$ cat config.mk
export PLATFORM = sky130hd
export DESIGN_NAME = toy_bus_req_arb_lock_fwd
export DESIGN_NICKNAME = d
export VERILOG_FILES = /design/src/rtl/toy_bus_pkg.sv /design/src/rtl/toy_bus_CmnAgeMtx_nin.sv /design/src/rtl/toy_bus_req_arb_lock_fwd.sv
export SDC_FILE = /design/constraint.sdc
export NUM_CORES = 1
export LEC_CHECK = 0
export ABC_AREA = 1
export CORE_ASPECT_RATIO = 1.2
export CORE_MARGIN = 2
export CORE_UTILIZATION = 37
export DETAILED_ROUTE_END_ITERATION = 16
export PLACE_DENSITY = 0.88
export SLEW_MARGIN = 40
export SYNTH_ARGS = -nofsm -noshare
export SYNTH_HDL_FRONTEND = slang
export SYNTH_SLANG_ARGS = --single-unit
$ cat constraint.sdc
create_clock -name clk -period 1.9 [get_ports clk]
set_input_delay 0.38 -clock clk [delete_from_list [all_inputs] [get_ports clk]]
set_output_delay 0.38 -clock clk [all_outputs]
set_load 0.05 [all_outputs]
$ cat src/rtl/toy_bus_pkg.sv
// rtl/toy_bus_pkg.sv - ToyBusReq field widths, opcodes and lock-state encoding
package toy_bus_pkg;

    localparam int ADDR_W = 32;
    localparam int STRB_W = 4;
    localparam int DATA_W = 32;
    localparam int ID_W   = 4;

    localparam logic OP_RD = 1'b0;
    localparam logic OP_WR = 1'b1;

    localparam logic [0:0] LK_UNLOCKED = 1'b0;
    localparam logic [0:0] LK_LOCKED   = 1'b1;

endpackage

$ cat src/rtl/toy_bus_CmnAgeMtx_nin.sv
// rtl/toy_bus_CmnAgeMtx_nin.sv - N-input age matrix; old[i][j]=1 means i is older than j
module toy_bus_CmnAgeMtx_nin #(
    parameter int N_IN = 2
) (
    input  logic                   clk,
    input  logic                   rst_n,
    input  logic [N_IN-1:0]        update_en,
    output logic [N_IN*N_IN-1:0]   old_rows
);

    // Reset order: lower index is older than every higher index.
    function automatic logic [N_IN*N_IN-1:0] age_rst();
        logic [N_IN*N_IN-1:0] v;
        v = '0;
        for (int i = 0; i < N_IN; i++)
            for (int j = 0; j < N_IN; j++)
                if (i < j) v[i*N_IN+j] = 1'b1;
        return v;
    endfunction

    localparam logic [N_IN*N_IN-1:0] OLD_RST = age_rst();

    logic [N_IN*N_IN-1:0] r_old;

    // A granted requester becomes youngest: its row clears, its column sets.
    always_ff @(posedge clk or negedge rst_n) begin
        if (!rst_n) begin
            r_old <= OLD_RST;
        end else begin
            for (int i = 0; i < N_IN; i++) begin
                if (update_en[i]) begin
                    for (int j = 0; j < N_IN; j++) begin
                        if (j != i) begin
                            r_old[i*N_IN+j] <= 1'b0;
                            r_old[j*N_IN+i] <= 1'b1;
                        end
                    end
                end
            end
        end
    end

    assign old_rows = r_old;

endmodule

$ cat src/rtl/toy_bus_req_arb_lock_fwd.sv
// rtl/toy_bus_req_arb_lock_fwd.sv - LRG arbiter with requester lock and registered forward slice; optional TOY_BUS_ARB_GNT_CNT_EN grant counters
module toy_bus_req_arb_lock_fwd
    import toy_bus_pkg::*;
#(
    parameter int N_IN  = 2,
    parameter int IDX_W = $clog2(N_IN)
) (
    input  logic                    clk,
    input  logic                    rst_n,
    input  logic [N_IN-1:0]         in_vld,
    output logic [N_IN-1:0]         in_rdy,
    input  logic [N_IN-1:0]         in_lock,
    input  logic [N_IN*ADDR_W-1:0]  in_addr,
    input  logic [N_IN*STRB_W-1:0]  in_strb,
    input  logic [N_IN*DATA_W-1:0]  in_data,
    input  logic [N_IN-1:0]         in_opcode,
    input  logic [N_IN*ID_W-1:0]    in_src_id,
    input  logic [N_IN*ID_W-1:0]    in_tgt_id,
    output logic                    out_vld,
    input  logic                    out_rdy,
    output logic [ADDR_W-1:0]       out_addr,
    output logic [STRB_W-1:0]       out_strb,
    output logic [DATA_W-1:0]       out_data,
    output logic                    out_opcode,
    output logic [ID_W-1:0]         out_src_id,
    output logic [ID_W-1:0]         out_tgt_id,
    output logic [IDX_W-1:0]        out_port,
    output logic                    lock_active,
    output logic [IDX_W-1:0]        lock_owner
`ifdef TOY_BUS_ARB_GNT_CNT_EN
    ,
    input  logic                    gnt_cnt_clr,
    output logic [N_IN*16-1:0]      gnt_cnt
`endif
);

    logic [N_IN*N_IN-1:0] w_old;
    logic [N_IN-1:0]      w_blk;
    logic [N_IN-1:0]      w_sel;
    logic [N_IN-1:0]      w_hs;
    logic                 w_any_hs;
    logic                 w_accept;
    logic [IDX_W-1:0]     w_hs_idx;
    logic                 w_hs_lock;
    logic [ADDR_W-1:0]    w_addr;
    logic [STRB_W-1:0]    w_strb;
    logic [DATA_W-1:0]    w_data;
    logic                 w_opcode;
    logic [ID_W-1:0]      w_src_id;
    logic [ID_W-1:0]      w_tgt_id;

    logic [0:0]           r_lock_state;
    logic [IDX_W-1:0]     r_lock_owner;
    logic                 r_out_vld;
    logic [ADDR_W-1:0]    r_addr;
    logic [STRB_W-1:0]    r_strb;
    logic [DATA_W-1:0]    r_data;
    logic                 r_opcode;
    logic [ID_W-1:0]      r_src_id;
    logic [ID_W-1:0]      r_tgt_id;
    logic [IDX_W-1:0]     r_out_port;

    toy_bus_CmnAgeMtx_nin #(.N_IN(N_IN)) u_age (
        .clk       (clk),
        .rst_n     (rst_n),
        .update_en (w_hs),
        .old_rows  (w_old)
    );

    // Requester i is blocked if any other valid requester is older than it.
    always_comb begin
        w_blk = '0;
        for (int i = 0; i < N_IN; i++)
            for (int j = 0; j < N_IN; j++)
                if (j != i && in_vld[j] && w_old[j*N_IN+i]) w_blk[i] = 1'b1;
    end

    // Select: oldest valid when unlocked, only the owner when locked.
    always_comb begin
        w_sel = '0;
        if (r_lock_state == LK_LOCKED)
            w_sel[r_lock_owner] = in_vld[r_lock_owner];
        else
            w_sel = in_vld & ~w_blk;
    end

    assign w_accept = ~r_out_vld | out_rdy;
    assign in_rdy   = w_sel & {N_IN{w_accept}};
    assign w_hs     = in_vld & in_rdy;
    assign w_any_hs = |w_hs;

    // One-hot payload mux and index encode of the handshaking requester.
    always_comb begin
        w_hs_idx  = '0;
        w_hs_lock = 1'b0;
        w_addr    = '0;
        w_strb    = '0;
        w_data    = '0;
        w_opcode  = OP_RD;
        w_src_id  = '0;
        w_tgt_id  = '0;
        for (int i = 0; i < N_IN; i++) begin
            if (w_hs[i]) begin
                w_hs_idx  = IDX_W'(i);
                w_hs_lock = in_lock[i];
                w_addr    = in_addr[ADDR_W*i +: ADDR_W];
                w_strb    = in_strb[STRB_W*i +: STRB_W];
                w_data    = in_data[DATA_W*i +: DATA_W];
                w_opcode  = in_opcode[i];
                w_src_id  = in_src_id[ID_W*i +: ID_W];
                w_tgt_id  = in_tgt_id[ID_W*i +: ID_W];
            end
        end
    end

    // Lock FSM: in_lock only matters on a handshake beat.
    always_ff @(posedge clk or negedge rst_n) begin
        if (!rst_n) begin
            r_lock_state <= LK_UNLOCKED;
            r_lock_owner <= '0;
        end else if (w_any_hs) begin
            if (w_hs_lock) begin
                r_lock_state <= LK_LOCKED;
                r_lock_owner <= w_hs_idx;
            end else begin
                r_lock_state <= LK_UNLOCKED;
                r_lock_owner <= '0;
            end
        end
    end

    // Output slice: load on handshake, drain on out_rdy, hold under backpressure.
    always_ff @(posedge clk or negedge rst_n) begin
        if (!rst_n) begin
            r_out_vld  <= 1'b0;
            r_addr     <= '0;
            r_strb     <= '0;
            r_data     <= '0;
            r_opcode   <= OP_RD;
            r_src_id   <= '0;
            r_tgt_id   <= '0;
            r_out_port <= '0;
        end else if (w_any_hs) begin
            r_out_vld  <= 1'b1;
            r_addr     <= w_addr;
            r_strb     <= w_strb;
            r_data     <= w_data;
            r_opcode   <= w_opcode;
            r_src_id   <= w_src_id;
            r_tgt_id   <= w_tgt_id;
            r_out_port <= w_hs_idx;
        end else if (out_rdy) begin
            r_out_vld  <= 1'b0;
        end
    end

    assign out_vld     = r_out_vld;
    assign out_addr    = r_addr;
    assign out_strb    = r_strb;
    assign out_data    = r_data;
    assign out_opcode  = r_opcode;
    assign out_src_id  = r_src_id;
    assign out_tgt_id  = r_tgt_id;
    assign out_port    = r_out_port;
    assign lock_active = (r_lock_state == LK_LOCKED);
    assign lock_owner  = r_lock_owner;

`ifdef TOY_BUS_ARB_GNT_CNT_EN
    logic [15:0] r_gnt_cnt [N_IN];

    // Per-requester saturating grant counters; clear beats increment.
    always_ff @(posedge clk or negedge rst_n) begin
        if (!rst_n) begin
            for (int i = 0; i < N_IN; i++) r_gnt_cnt[i] <= '0;
        end else begin
            for (int i = 0; i < N_IN; i++) begin
                if (gnt_cnt_clr)
                    r_gnt_cnt[i] <= '0;
                else if (w_hs[i] && r_gnt_cnt[i] != 16'hFFFF)
                    r_gnt_cnt[i] <= r_gnt_cnt[i] + 16'd1;
            end
        end
    end

    // Flatten counters, requester i at [16i+:16].
    always_comb begin
        gnt_cnt = '0;
        for (int i = 0; i < N_IN; i++) gnt_cnt[16*i +: 16] = r_gnt_cnt[i];
    end
`endif

endmodule

# After elaboration in Yosys (flattened, before gate mapping)
# Index checks and enable logic that the tools add are counted.
dict set report totals {
  ff_bits 83
  latch_bits 0
  mem_bits_rw 0
  rom_bits 0
  output_inout_bits 83
  wordCells 54
  memories 0
}
dict set report classes {
  add_sub_neg 0
  multipliers 0
  div_mod_pow 0
  n_lt_le_gt_ge 2
  eq_ne 0
  shift 0
  n_mux 28
  bitwise 7
  n_reduce_logical 6
}
# operator n
set ops {}
lappend ops {{$mux W32} 4}
lappend ops {{$mux W4} 6}
lappend ops {{$mux W1} 14}
lappend ops {{$and A2 B2 Y2} 4}
lappend ops {{$mux W2} 3}
lappend ops {{$reduce_bool A2 Y1} 2}
lappend ops {{$logic_and A1 B1 Y1} 3}
lappend ops {{$lt A1 B2 Y1 const B} 1}
lappend ops {{$not A2 Y2} 1}
lappend ops {{$reduce_or A2 Y1} 1}
lappend ops {{$demux W1 S1} 1}
lappend ops {{$ge A1 B1 Y1 const B} 1}
lappend ops {{$not A1 Y1} 1}
lappend ops {{$or A1 B1 Y1} 1}

# Depth between registers and ports, before layout
# Gate-level depths: netlist (run 1).
dict set report logic_depth {
  ltp_word 11
  mapped_depth 8
}

# Cells and area by module
# A second synthesis (run 1) with hierarchy kept.
dict set report hier_totals {
  hier_cells 477
  area_unflattened_um2 3968.8
}
# mod n_inst cells_per_inst area_per_inst_um2
set modules_own_cells {}
lappend modules_own_cells {toy_bus_req_arb_lock_fwd 1 466 3876.2}
lappend modules_own_cells {toy_bus_CmnAgeMtx_nin 1 11 92.6}

# Worst setup path after synthesis (run 1)
# Ideal clock, no wire load.
dict set report synth_path {
  path_type {register to output}
  start {reg r_lock_owner, in the netlist lock_owner}
  end {out in_rdy[1]}
  arrival_time_ns 1.486
  required_ns 1.520
  path_slack_ns 0.034
  stages_incl_launch_ff 6
  path_buffers 1
  path_cell_list {dfrtp_1 > inv_1 > nand2_2 > nand3_2 > nor2_4 > buf_2}
}
dict set report synth_between {
  elab_chain_cells 7
  elab_cells_between_ends 10
}
# item line
set synth_rtl {}
lappend synth_rtl {{start: declaration} toy_bus_req_arb_lock_fwd.sv:53} ;# logic [IDX_W-1:0] r_lock_owner;
lappend synth_rtl {{start signal: assignment} toy_bus_req_arb_lock_fwd.sv:124} ;# r_lock_owner <= w_hs_idx;
lappend synth_rtl {{$lt A1 B2 Y1 (implied by the code) or $ge A1 B1 Y1 (tied branches)} toy_bus_req_arb_lock_fwd.sv:82} ;# w_sel[r_lock_owner] = in_vld[r_lock_owner];
lappend synth_rtl {{$logic_and A1 B1 Y1 (implied by the code)} toy_bus_req_arb_lock_fwd.sv:82}
lappend synth_rtl {{$mux W1 (implied by the code)} toy_bus_req_arb_lock_fwd.sv:82}
lappend synth_rtl {{$demux W1 S1} toy_bus_req_arb_lock_fwd.sv:82}
lappend synth_rtl {{$and A2 B2 Y2 (no source line) *} -}
lappend synth_rtl {{$mux W2 *} toy_bus_req_arb_lock_fwd.sv:81} ;# if (r_lock_state == LK_LOCKED)
lappend synth_rtl {{$and A2 B2 Y2 *} toy_bus_req_arb_lock_fwd.sv:88} ;# assign in_rdy = w_sel & {N_IN{w_accept}};
lappend synth_rtl {{end: declaration} toy_bus_req_arb_lock_fwd.sv:11} ;# output logic [N_IN-1:0] in_rdy,
# Mark *: on every way between the ends. The rest lies on a longest branch, timed or not. The select of a mux whose other input is x is not followed.

# Worst setup path after layout (run 1)
dict set report layout_path {
  start {reg r_data[10], in the netlist out_data[10]}
  end {out out_data[10]}
}
# item line
set layout_rtl {}
lappend layout_rtl {{start: declaration} toy_bus_req_arb_lock_fwd.sv:57} ;# logic [DATA_W-1:0] r_data;
lappend layout_rtl {{start signal: assignment} toy_bus_req_arb_lock_fwd.sv:147} ;# r_data <= w_data;
lappend layout_rtl {{end: declaration} toy_bus_req_arb_lock_fwd.sv:23} ;# output logic [DATA_W-1:0] out_data,
# No word-level cell between the ends.

==> metrics list, run 1 <==
- Post-layout nets: 854
* Flops & latches, synth: 83
- Root buffer cell: sky130_fd_sc_hd__clkbuf_16
* Worst EP required: 1.52 ns
- Maximum level of the CTS H-tree: 3
- Grouping stages by cell kind, the critical path spends the most delay in buffers and inverters.
- At the end of routability-driven placement, the weighted congestion stood at 0.872.
* Placeable Area: 10100 um^2
* Delay of the slowest critical-path stage: 0.81 ns
- Via count of the first global-routing pass: 4506
- Setup skew after layout: 0.00906 ns
* I/O pin count: 244
* Remaining max-slew budget at the tightest pin: 0.628
* Clock-pin slew on the worst setup and hold paths: 0.06 ns
* Estimated wirelength of the detail-placed design: 10.1 mm
- From left edge to right edge, the die measures 97.4 um.
* Cell count after synthesis: 461
- TritonCTS built the clock tree.
* Diodes inserted: 0
- In this run the static leakage power is 3.37 nW.
- Number of setup violations in the final report: 0
- Critical path capture point type: primary output
- Clock latency on the worst-skew pair, taken at its later pin, is 0.33 ns.
- Drt drc: 0
* Pin slew with the least headroom to its limit: 0.557 ns
- Timing would allow up to 534 MHz.
* Critical Setup Path Class: register to primary output
* YS warnings: 0
* Element type at the critical path start: register
- Of the cells placed in the final design, the portion with a size suffix greater than 1 is 0.110.
- The share of synthesized area in the top cell type comes to 0.530.
* Syn_nets: 622
* Bufs on Longest Clock Path: 2
- The number of clock buffers added by TritonCTS is 9.
- Tightest Hold Check Type: input port to asynchronous set/reset pin
- At the worst endpoint, the arrival time is 1.49 ns.
- Power per Cell Area: 1850 nW/um^2
- Clock Sinks: 83
- The number of antenna violations at the first check in global routing came to 0.
- Using the TritonRoute via totals, the vias-per-cell ratio works out to 5.40.
* Largest net degree at the start of global routing: 84
- Synthesis-to-layout area growth: 76.5%
* Wire length of the first global-routing pass: 21.9 mm
- Overall power consumption: 12.7 mW
- The total count of hold-check failures in the final report came to 0.
* Routed length per instance: 16.9 um
- Mapped cell area: 3870 um^2
- Final global-route overflow total: 0
- Number of max-cap violations: 0
- The detail route stage leaves a number of antenna-violating nets equal to 0.
- The run finished with clean final reports.
- Across the VDD grid, the largest voltage drop is 1.05 mV.
* Number of distinct library cell variants in the gate-level netlist after synthesis: 16
* Post-route cell area: 6840 um^2
- For this run, the total global-route usage over all layers was measured as 0.241.
- Max-slew violation count: 0
- After detailed routing, the total wire length is 14.0 mm.
- Counting both buffers and inverters, the worst setup path holds a total of 1.
* Cell breakdown of the critical path: clkdlybuf4s50_1
- In the final timing run, aggregate negative setup slack is 0 ns.
* Highest fanout seen on the critical path: 2
- Number of design-rule violations left by the first detailed-router iteration: 252
- The worst path in the final design needs a cycle of 1.87 ns, including I/O delays and setup.
* Standard cell area after detailed placement: 6420 um^2
- Per-instance average area after synthesis: 8.40 um^2
- The floorplan step defined a die boundary enclosing 11300 um^2.
* Post-synthesis sequential area ratio: 0.536
- Starting Density: 0.383
- The largest individual stage delay along the critical path comes from the cell sky130_fd_sc_hd__clkdlybuf4s50_1.
- OpenSTA, run right after detailed placement, puts the worst setup slack at -0.0845 ns.
* Count of standard-cell rows: 40
* Post-synthesis cell type with the largest combined area: sky130_fd_sc_hd__dfrtp_1
* Via count: 4448
- TritonRoute pass-1 iters: 5
* Die Y: 116 um
- Hold buffers post-CTS: 0
- Fraction of the cycle the final worst path needs: 0.986
* Top post-synthesis cells by area: sky130_fd_sc_hd__dfrtp_1 53%, sky130_fd_sc_hd__nand3_1 30%, sky130_fd_sc_hd__nand2_1 8.6%
* Final Worst Setup Slack: 0.0274 ns
- Setup repair after global routing left no endpoint under its margin.
* IO buf count: 243
[layout by cell type (no fill, tap or decap), drive strengths merged]
cell type and instances:
dfrtp 82, nand2 90, nand3 238, clkinv 2
dlygate4sd2 5, nor2 1, o21ai 1, nand4 1
bufinv 3, a21oi 1, inv 6, clkbuf 11
dfstp 1, buf 54, clkdlybuf4s50 174, dlymetal6s2s 28
[area by class of cell]
cell class | instances | area [um^2]
clock buffers | 11 | 243
clock inverters | 5 | 100
fillers | 788 | 3270
inverters | 6 | 22.5
multi-input cells | 332 | 1580
flip-flops and latches | 83 | 2080
well taps | 126 | 158
repair buffers | 261 | 2650
[state kept, by name, summed over array words and instances (netlist names), 2 cells and up]
signal	count
out_addr	32
out_src_id	4
out_strb	4
out_data	32
out_tgt_id	4
u_age.old_rows	2
[synthesized netlist by cell type, drive strengths merged]
| cell | number |
|---|---|
| buf | 31 |
| dfstp | 1 |
| nor2 | 1 |
| nand3 | 238 |
| dfrtp | 82 |
| a21oi | 1 |
| o21ai | 1 |
| nand4 | 1 |
| clkbuf | 9 |
| nand2 | 90 |
| inv | 6 |
[layer usage]
metal,routed length [um],GRT usage,vias to the layer above
met2,7310,0.427,203
met5,0,0,-
met4,476,0.115,0
li1,-,-,2056
met1,5200,0.282,2150
met3,961,0.0507,39
[through the flow]
step                      cells  hold WS [ns]  utilization
after detailed placement    806         0.450        0.635
after global routing        824         0.126        0.676
after global placement      806         0.442        0.635
final                       824        0.0871        0.676
after CTS                   824         0.100        0.669
after floorplan             461        0.0844            -
[cell families (layout without fill, tap and decap cells)]
family	count (synthesis)	in the layout	synth area share
DFF	83	83	0.537
AOI/OAI and AO/OA	2	2	0.00355
and+or+nand+nor	330	330	0.402
buffers and inverters	46	283	0.0575
[power by group]
group	switching (mW)	internal [mW]	leakage [nW]
Sequential	0.480	2.64	1.02
Clock	0.681	1.32	0.169
Combinational	5.11	2.44	2.18
Total	6.27	6.39	3.37
[what timing repair did]
| action | 4_1_cts | 5_1_grt |
|---|---|---|
| endpoints found under the setup margin | 7 | 29 |
| cloned | 0 | 0 |
| buffers inserted | 2 | 0 |
| resized for setup | 5 | 28 |
| pin swaps | 1 | 1 |
[final timing paths]
kind	startpoint	to	slack (ns)	cells after the start
setup / recovery	out_data[10]	out_data[10]	0.03	1
hold / removal	rst_n	out_addr[17]	0.09	2
setup reg to reg	lock_active	out_data[3]	0.29	7
hold reg to reg	out_port	out_port	0.47	2
max in group asynchronous	rst_n	u_age.old_rows[1]	1.45	2
min in group clk	out_port	out_port	0.47	2
Note: power is estimated with default switching activity, not from simulation.
==> run 2, diff against run 1 <==
--- a/config.mk
+++ b/config.mk
@@ -6,11 +6,12 @@
 export NUM_CORES = 1
 export LEC_CHECK = 0
 export ABC_AREA = 1
+export ABC_CLOCK_PERIOD_IN_PS = 1900
 export CORE_ASPECT_RATIO = 1.2
 export CORE_MARGIN = 2
 export CORE_UTILIZATION = 37
 export DETAILED_ROUTE_END_ITERATION = 16
-export PLACE_DENSITY = 0.88
+export PLACE_DENSITY_LB_ADDON = 0.12
 export SLEW_MARGIN = 40
 export SYNTH_ARGS = -nofsm -noshare
 export SYNTH_HDL_FRONTEND = slang
==> metrics list, run 2 (synthesis gave the netlist of run 1 again) <==
- Crit path buffers/inverters: 1
- The clock drives 83 sinks.
* Diodes inserted: 0
* Initial antenna violation count: 0
* Estimated wirelength of the detail-placed design: 9.99 mm
- The endpoint identified for the worst register-to-register timing path is out_addr[29].
* Pin slew with the least headroom to its limit: 0.530 ns
- Setup violations remaining at the end of the flow were counted as 0.
* Starting Density: 0.383
* Critical path startpoint: out_data[10]
* Antenna Nets Post-Route: 0
- For this run, design rule violations remaining after detail routing come to 0.
- Bufs on Longest Clock Path: 2
- Wire length of the first global-routing pass: 21.5 mm
* Maximum level of the CTS H-tree: 3
- Summed over all layers, the global routing overflow is 0.
- Sum of routed wire length over all layers: 13.9 mm
* Peak supply drop: 1.02 mV
* Fin. Hold Viols: 0
* Via count of the first global-routing pass: 4363
- Fraction of the cycle the final worst path needs: 0.986
- Power per Cell Area: 1830 nW/um^2
* Number of max-cap violations: 0
- 244 I/O pins were placed.
* Result of the run: finished clean
* Number of placed instances, taps included: 807
* Tightest Hold Check Type: register to register
- After clock tree synthesis, the clock-pin slew on the worst setup and hold paths is 0.06 ns.
- All-Layer GR Usage: 0.237
- Worst EP required: 1.52 ns
- Die Y: 116 um
- TritonRoute pass-1 iters: 5
- Root buffer cell: sky130_fd_sc_hd__clkbuf_16
- During placement, the flow inserted port buffers numbering 243.
- Compared with the post-synthesis result, the final layout area differs by 77.0%.
- Via count: 4369
* RSZ-0062 raised after global routing: false
- Top Family by Delay on Critical Path: buffers and inverters
* Logic depth of the worst setup path including buffers: 1
- Die area: 11300 um^2
- Worst-Skew Late Latency: 0.33 ns
- For this run, the slowest stage of the critical path takes 0.81 ns.
* Capture point of the worst path: out_data[10]
- Routability congestion estimate from global placement: 0.831
- Final cell utilization of the core: 0.678
* Die Width: 97.4 um
- TritonCTS built the clock tree.
- Vias per inst: 5.29
- In this run the most critical hold path is launched from u_age.old_rows[1].
- Remaining max-slew budget at the tightest pin: 0.646
- R2R Setup Slk: 0.27 ns
* Cell breakdown of the critical path: clkdlybuf4s50_1
- Number of standard cells in the final layout excluding fillers: 826
* R2R cell count: 7
- The number of max-slew violations in the final report was 0.
- Sum of negative setup slack: 0 ns
- Number of design-rule violations left by the first detailed-router iteration: 224
* Static leakage power: 3.41 nW
* Most common cell after layout, fill and taps aside: sky130_fd_sc_hd__nand3_1
* Leading cell types in the layout, fill and taps excluded: 236 x sky130_fd_sc_hd__nand3_1, 173 x sky130_fd_sc_hd__clkdlybuf4s50_1, 88 x sky130_fd_sc_hd__nand2_1
- Between clock sinks in the finished design, the worst skew comes to 0.00812 ns.
- Beginning of the worst register-to-register path: lock_active
- Cell with the largest stage delay on the worst path: sky130_fd_sc_hd__clkdlybuf4s50_1
- Num CTS Buffers: 9
- The tightest hold path in the finished design has a slack of 0.479 ns.
* Post-layout nets: 856
- Critical path capture point type: primary output
- Proportion of layout cells with a drive suffix above 1: 0.116
* Largest net degree at the start of global routing: 48
- The core region is 10100 um^2.
- Row generation in the floorplan step produced 40 rows.
- For this run, the top clock speed supported by timing is 534 MHz.
* Minimum clock period: 1.87 ns
* Overall power consumption: 12.6 mW
* Number of fill cells: 841
* Critical Setup Path Class: register to primary output
- STA classifies the critical path startpoint as a register.
- Routed length per instance: 16.8 um
* Highest fanout seen on the critical path: 2
- Data arrives at the worst endpoint at 1.49 ns.
## run 2: cell types whose count changed in the layout (fill, tap and decap cells not counted)
cell and delta:
sky130_fd_sc_hd__dlymetal6s2s_1 +3, sky130_fd_sc_hd__clkbuf_8 +1, sky130_fd_sc_hd__dlygate4sd2_1 -4, sky130_fd_sc_hd__clkinvlp_4 +1
sky130_fd_sc_hd__bufinv_16 -1, sky130_fd_sc_hd__dlygate4sd3_1 +1, sky130_fd_sc_hd__buf_4 +3, sky130_fd_sc_hd__clkbuf_1 -1
sky130_fd_sc_hd__clkinv_2 -2, sky130_fd_sc_hd__clkinv_4 +2, sky130_fd_sc_hd__clkdlybuf4s50_1 -1
## run 2: through the flow
step	worst slack [ns]	instance area [um^2]
after floorplan	0.0343	3870
after global placement	-0.00508	6420
after detailed placement	-0.00381	6420
after CTS	0.00193	6780
after global routing	0.00211	6860
final	0.0266	6860
## run 2: where the power goes
part / switching, mW / leakage, nW / internal, mW
clock network: 0.694 / 0.162 / 1.23
registers: 0.466 / 1.02 / 2.63
logic: 5.10 / 2.22 / 2.46
total: 6.26 / 3.41 / 6.32
## run 2: area by class of cell
class,instances,area [um^2],share of cell area
Inverter,6,22.5,0.00328
Clock inverter,5,85.1,0.0124
Multi-Input combinational cell,332,1580,0.231
Timing Repair Buffer,263,2680,0.391
Sequential cell,83,2080,0.303
Tap cell,126,158,0.0230
Clock buffer,11,253,0.0369
## run 2: repair_timing
action | in CTS | in global routing
endpoints found under the hold margin | 25 | 0
buffers inserted | 2 | 0
endpoints found under the setup margin | 3 | 31
resized for setup | 1 | 31
hold buffers | 1 | 0
pin swaps | 1 | 0
## run 2: worst min-delay path by stage
| stage | end | slack, ns | cells past startpoint |
|---|---|---|---|
| floorplan | lock_active | 0.08 | 0 |
| global placement | out_addr[14] | 0.33 | 1 |
| detailed placement | out_tgt_id[3] | 0.33 | 1 |
| CTS | u_age.old_rows[1] | 0.48 | 2 |
| global route | u_age.old_rows[1] | 0.51 | 2 |
| finish | u_age.old_rows[1] | 0.48 | 2 |
## run 2: routing by layer
layer | vias to the layer above | GRT usage | routed length, um
met5 | - | 0 | 0
met4 | 0 | 0.109 | 396
met3 | 26 | 0.0464 | 931
met1 | 2094 | 0.276 | 5210
met2 | 188 | 0.423 | 7320
li1 | 2061 | - | -
==> run 3, diff against run 2 <==
--- a/config.mk
+++ b/config.mk
@@ -11,7 +11,7 @@
 export CORE_MARGIN = 2
 export CORE_UTILIZATION = 37
 export DETAILED_ROUTE_END_ITERATION = 16
-export PLACE_DENSITY_LB_ADDON = 0.12
+export PLACE_DENSITY = 0.81
 export SLEW_MARGIN = 40
 export SYNTH_ARGS = -nofsm -noshare
 export SYNTH_HDL_FRONTEND = slang
==> metrics list, run 3 (synthesis gave the netlist of run 1 again) <==
- IO buf count: 243
- The total area inside the core boundary comes to 10100 um^2.
- Of the cells placed in the final design, the portion with a size suffix greater than 1 is 0.116.
- In this run the number of H-tree levels came out at 3.
- In this run the worst path has a maximum fanout of 2.
- On the critical path the largest part of the delay comes from buffers and inverters.
- Sum of routed wire length over all layers: 13.8 mm
- Timing would allow up to 533 MHz.
* Fraction of the cycle the final worst path needs: 0.987
* I/O pin count: 244
* Wire length of the first global-routing pass: 21.8 mm
- Bufs on Longest Clock Path: 2
- Across all hold checks on the routed design, the worst slack comes to 0.0742 ns.
- In the final layout, the multi-input gates occupy 1580 um^2.
* Antenna Nets Post-Route: 0
- Crit path buffers/inverters: 1
- Via count: 4385
- Setup slack on the critical path of the routed design comes to 0.0251 ns.
- Once detailed placement completed, the half-perimeter wirelength came to 9.71 mm.
- Element type at the critical path start: register
- Number of setup violations in the final report: 0
- Number of design-rule violations left by the first detailed-router iteration: 230
- Clock Sinks: 83
- Critical path startpoint: out_addr[30]
* Most common cell after layout, fill and taps aside: sky130_fd_sc_hd__nand3_1
* Final global-route overflow total: 0
- The total count of hold-check failures in the final report came to 0.
* Vias per inst: 5.32
- After clock tree synthesis, the flow added hold-fix buffers numbering 0.
- Number of fill cells: 814
- Count of standard-cell rows: 40
- The run finished with clean final reports.
- Minimum clock period: 1.87 ns
- Die Y: 116 um
- Critical path capture point type: primary output
* Number of max-cap violations: 0
- Static leakage power: 3.32 nW
- Worst EP required: 1.52 ns
- Routed length per instance: 16.8 um
* Power per Cell Area: 1820 nW/um^2
- Beginning of the worst register-to-register path: lock_active
* All-Layer GR Usage: 0.239
- Pre-CTS WS: -0.0547 ns
- Arrival time worst endpoint: 1.49 ns
- The slowest stage of the critical path is the sky130_fd_sc_hd__clkdlybuf4s50_1 cell.
* Via count of the first global-routing pass: 4425
- The first TritonRoute pass finished after 4 iterations.
- The tree is rooted in a sky130_fd_sc_hd__clkbuf_16.
- Max-slew violation count: 0
- The final layout contains 855 nets.
- Critical Setup Path Class: register to primary output
- Synthesis-to-layout area growth: 75.2%
- Pin slew with the least headroom to its limit: 0.532 ns
- Entering global routing, the biggest net connects 84 pins.
- Drt drc: 0
- Delay of the slowest critical-path stage: 0.82 ns
- Buffers inserted during clock tree synthesis total 9.
- The signal on the critical path passes through clkdlybuf4s50_1.
- For the final database, setup skew stands at 0.00857 ns.
- CTS tree: yes
- Worst-Skew Late Latency: 0.33 ns
* Remaining max-slew budget at the tightest pin: 0.645
- Peak supply drop: 0.977 mV
- Tightest Hold Check Type: input port to asynchronous set/reset pin
* Clock-pin slew on the worst setup and hold paths: 0.06 ns
* Routability congestion estimate from global placement: 0.862
- Starting Density: 0.383
- Leading cell types in the layout, fill and taps excluded: 236 x sky130_fd_sc_hd__nand3_1, 177 x sky130_fd_sc_hd__clkdlybuf4s50_1, 88 x sky130_fd_sc_hd__nand2_1
- Die area: 11300 um^2
* Sequential Area: 2080 um^2
- 0 antenna diodes ended up in the layout.
* Initial antenna violation count: 0
- Die Width: 97.4 um
-- run 3: changes by cell type in the layout (fill, tap and decap cells not counted), sizes merged --
cell	previous run	this run
clkdlybuf4s50	173	177
buf	57	59
bufinv	2	0
dlygate4sd3	1	0
dlymetal6s2s	31	25
clkinvlp	1	0
clkbuf	11	14
-- run 3: final cells by class --
| cell class | instances | share of cell area |
|---|---|---|
| tap | 126 | 0.0232 |
| clock inverter | 2 | 0.00147 |
| sequential | 83 | 0.306 |
| inverter | 6 | 0.00332 |
| clock buffer | 14 | 0.0404 |
| timing repair buffer | 262 | 0.392 |
| multi-input combinational | 332 | 0.233 |
-- run 3: through the flow --
step                total power, mW  cell area, um^2  setup TNS (ns)   util  std cells
finish                         12.3             6790               0  0.671        825
global route                   13.0             6790       -0.000973  0.671        825
CTS                            12.4             6700               0  0.663        822
detailed placement             10.7             6420          -0.474  0.635        806
global placement               10.6             6420         -0.0640  0.635        806
floorplan                      7.94             3870               0      -        461
-- run 3: routing by layer --
metal | vias up | global-route usage | part of all wire
met1 | 2104 | 0.288 | 0.39
met3 | 26 | 0.0495 | 0.068
met2 | 195 | 0.423 | 0.52
met5 | - | 0 | 0
li1 | 2060 | - | -
met4 | 0 | 0.0935 | 0.019
-- run 3: where the power goes --
part           switching, mW  total [mW]  internal, mW
sequential             0.462        3.10          2.64
clock                  0.656        1.64         0.989
combinational           5.11        7.58          2.48
-- run 3: worst paths after layout --
kind / cells after the start / slack (ns) / end
worst max-delay path: 1 / 0.03 / out_addr[30]
worst min-delay path: 2 / 0.07 / out_data[1]
worst min register to register: 2 / 0.48 / out_port
worst max register to register: 7 / 0.18 / out_addr[2]
min in group clk: 2 / 0.48 / out_port
max in group asynchronous: 2 / 1.45 / u_age.old_rows[1]
-- run 3: what timing repair did --
| action | 4_1_cts | 5_1_grt |
|---|---|---|
| pin swaps | 0 | 2 |
| buffers inserted | 0 | 3 |
| gates resized for setup | 1 | 25 |
| endpoints found under the setup margin | 1 | 27 |
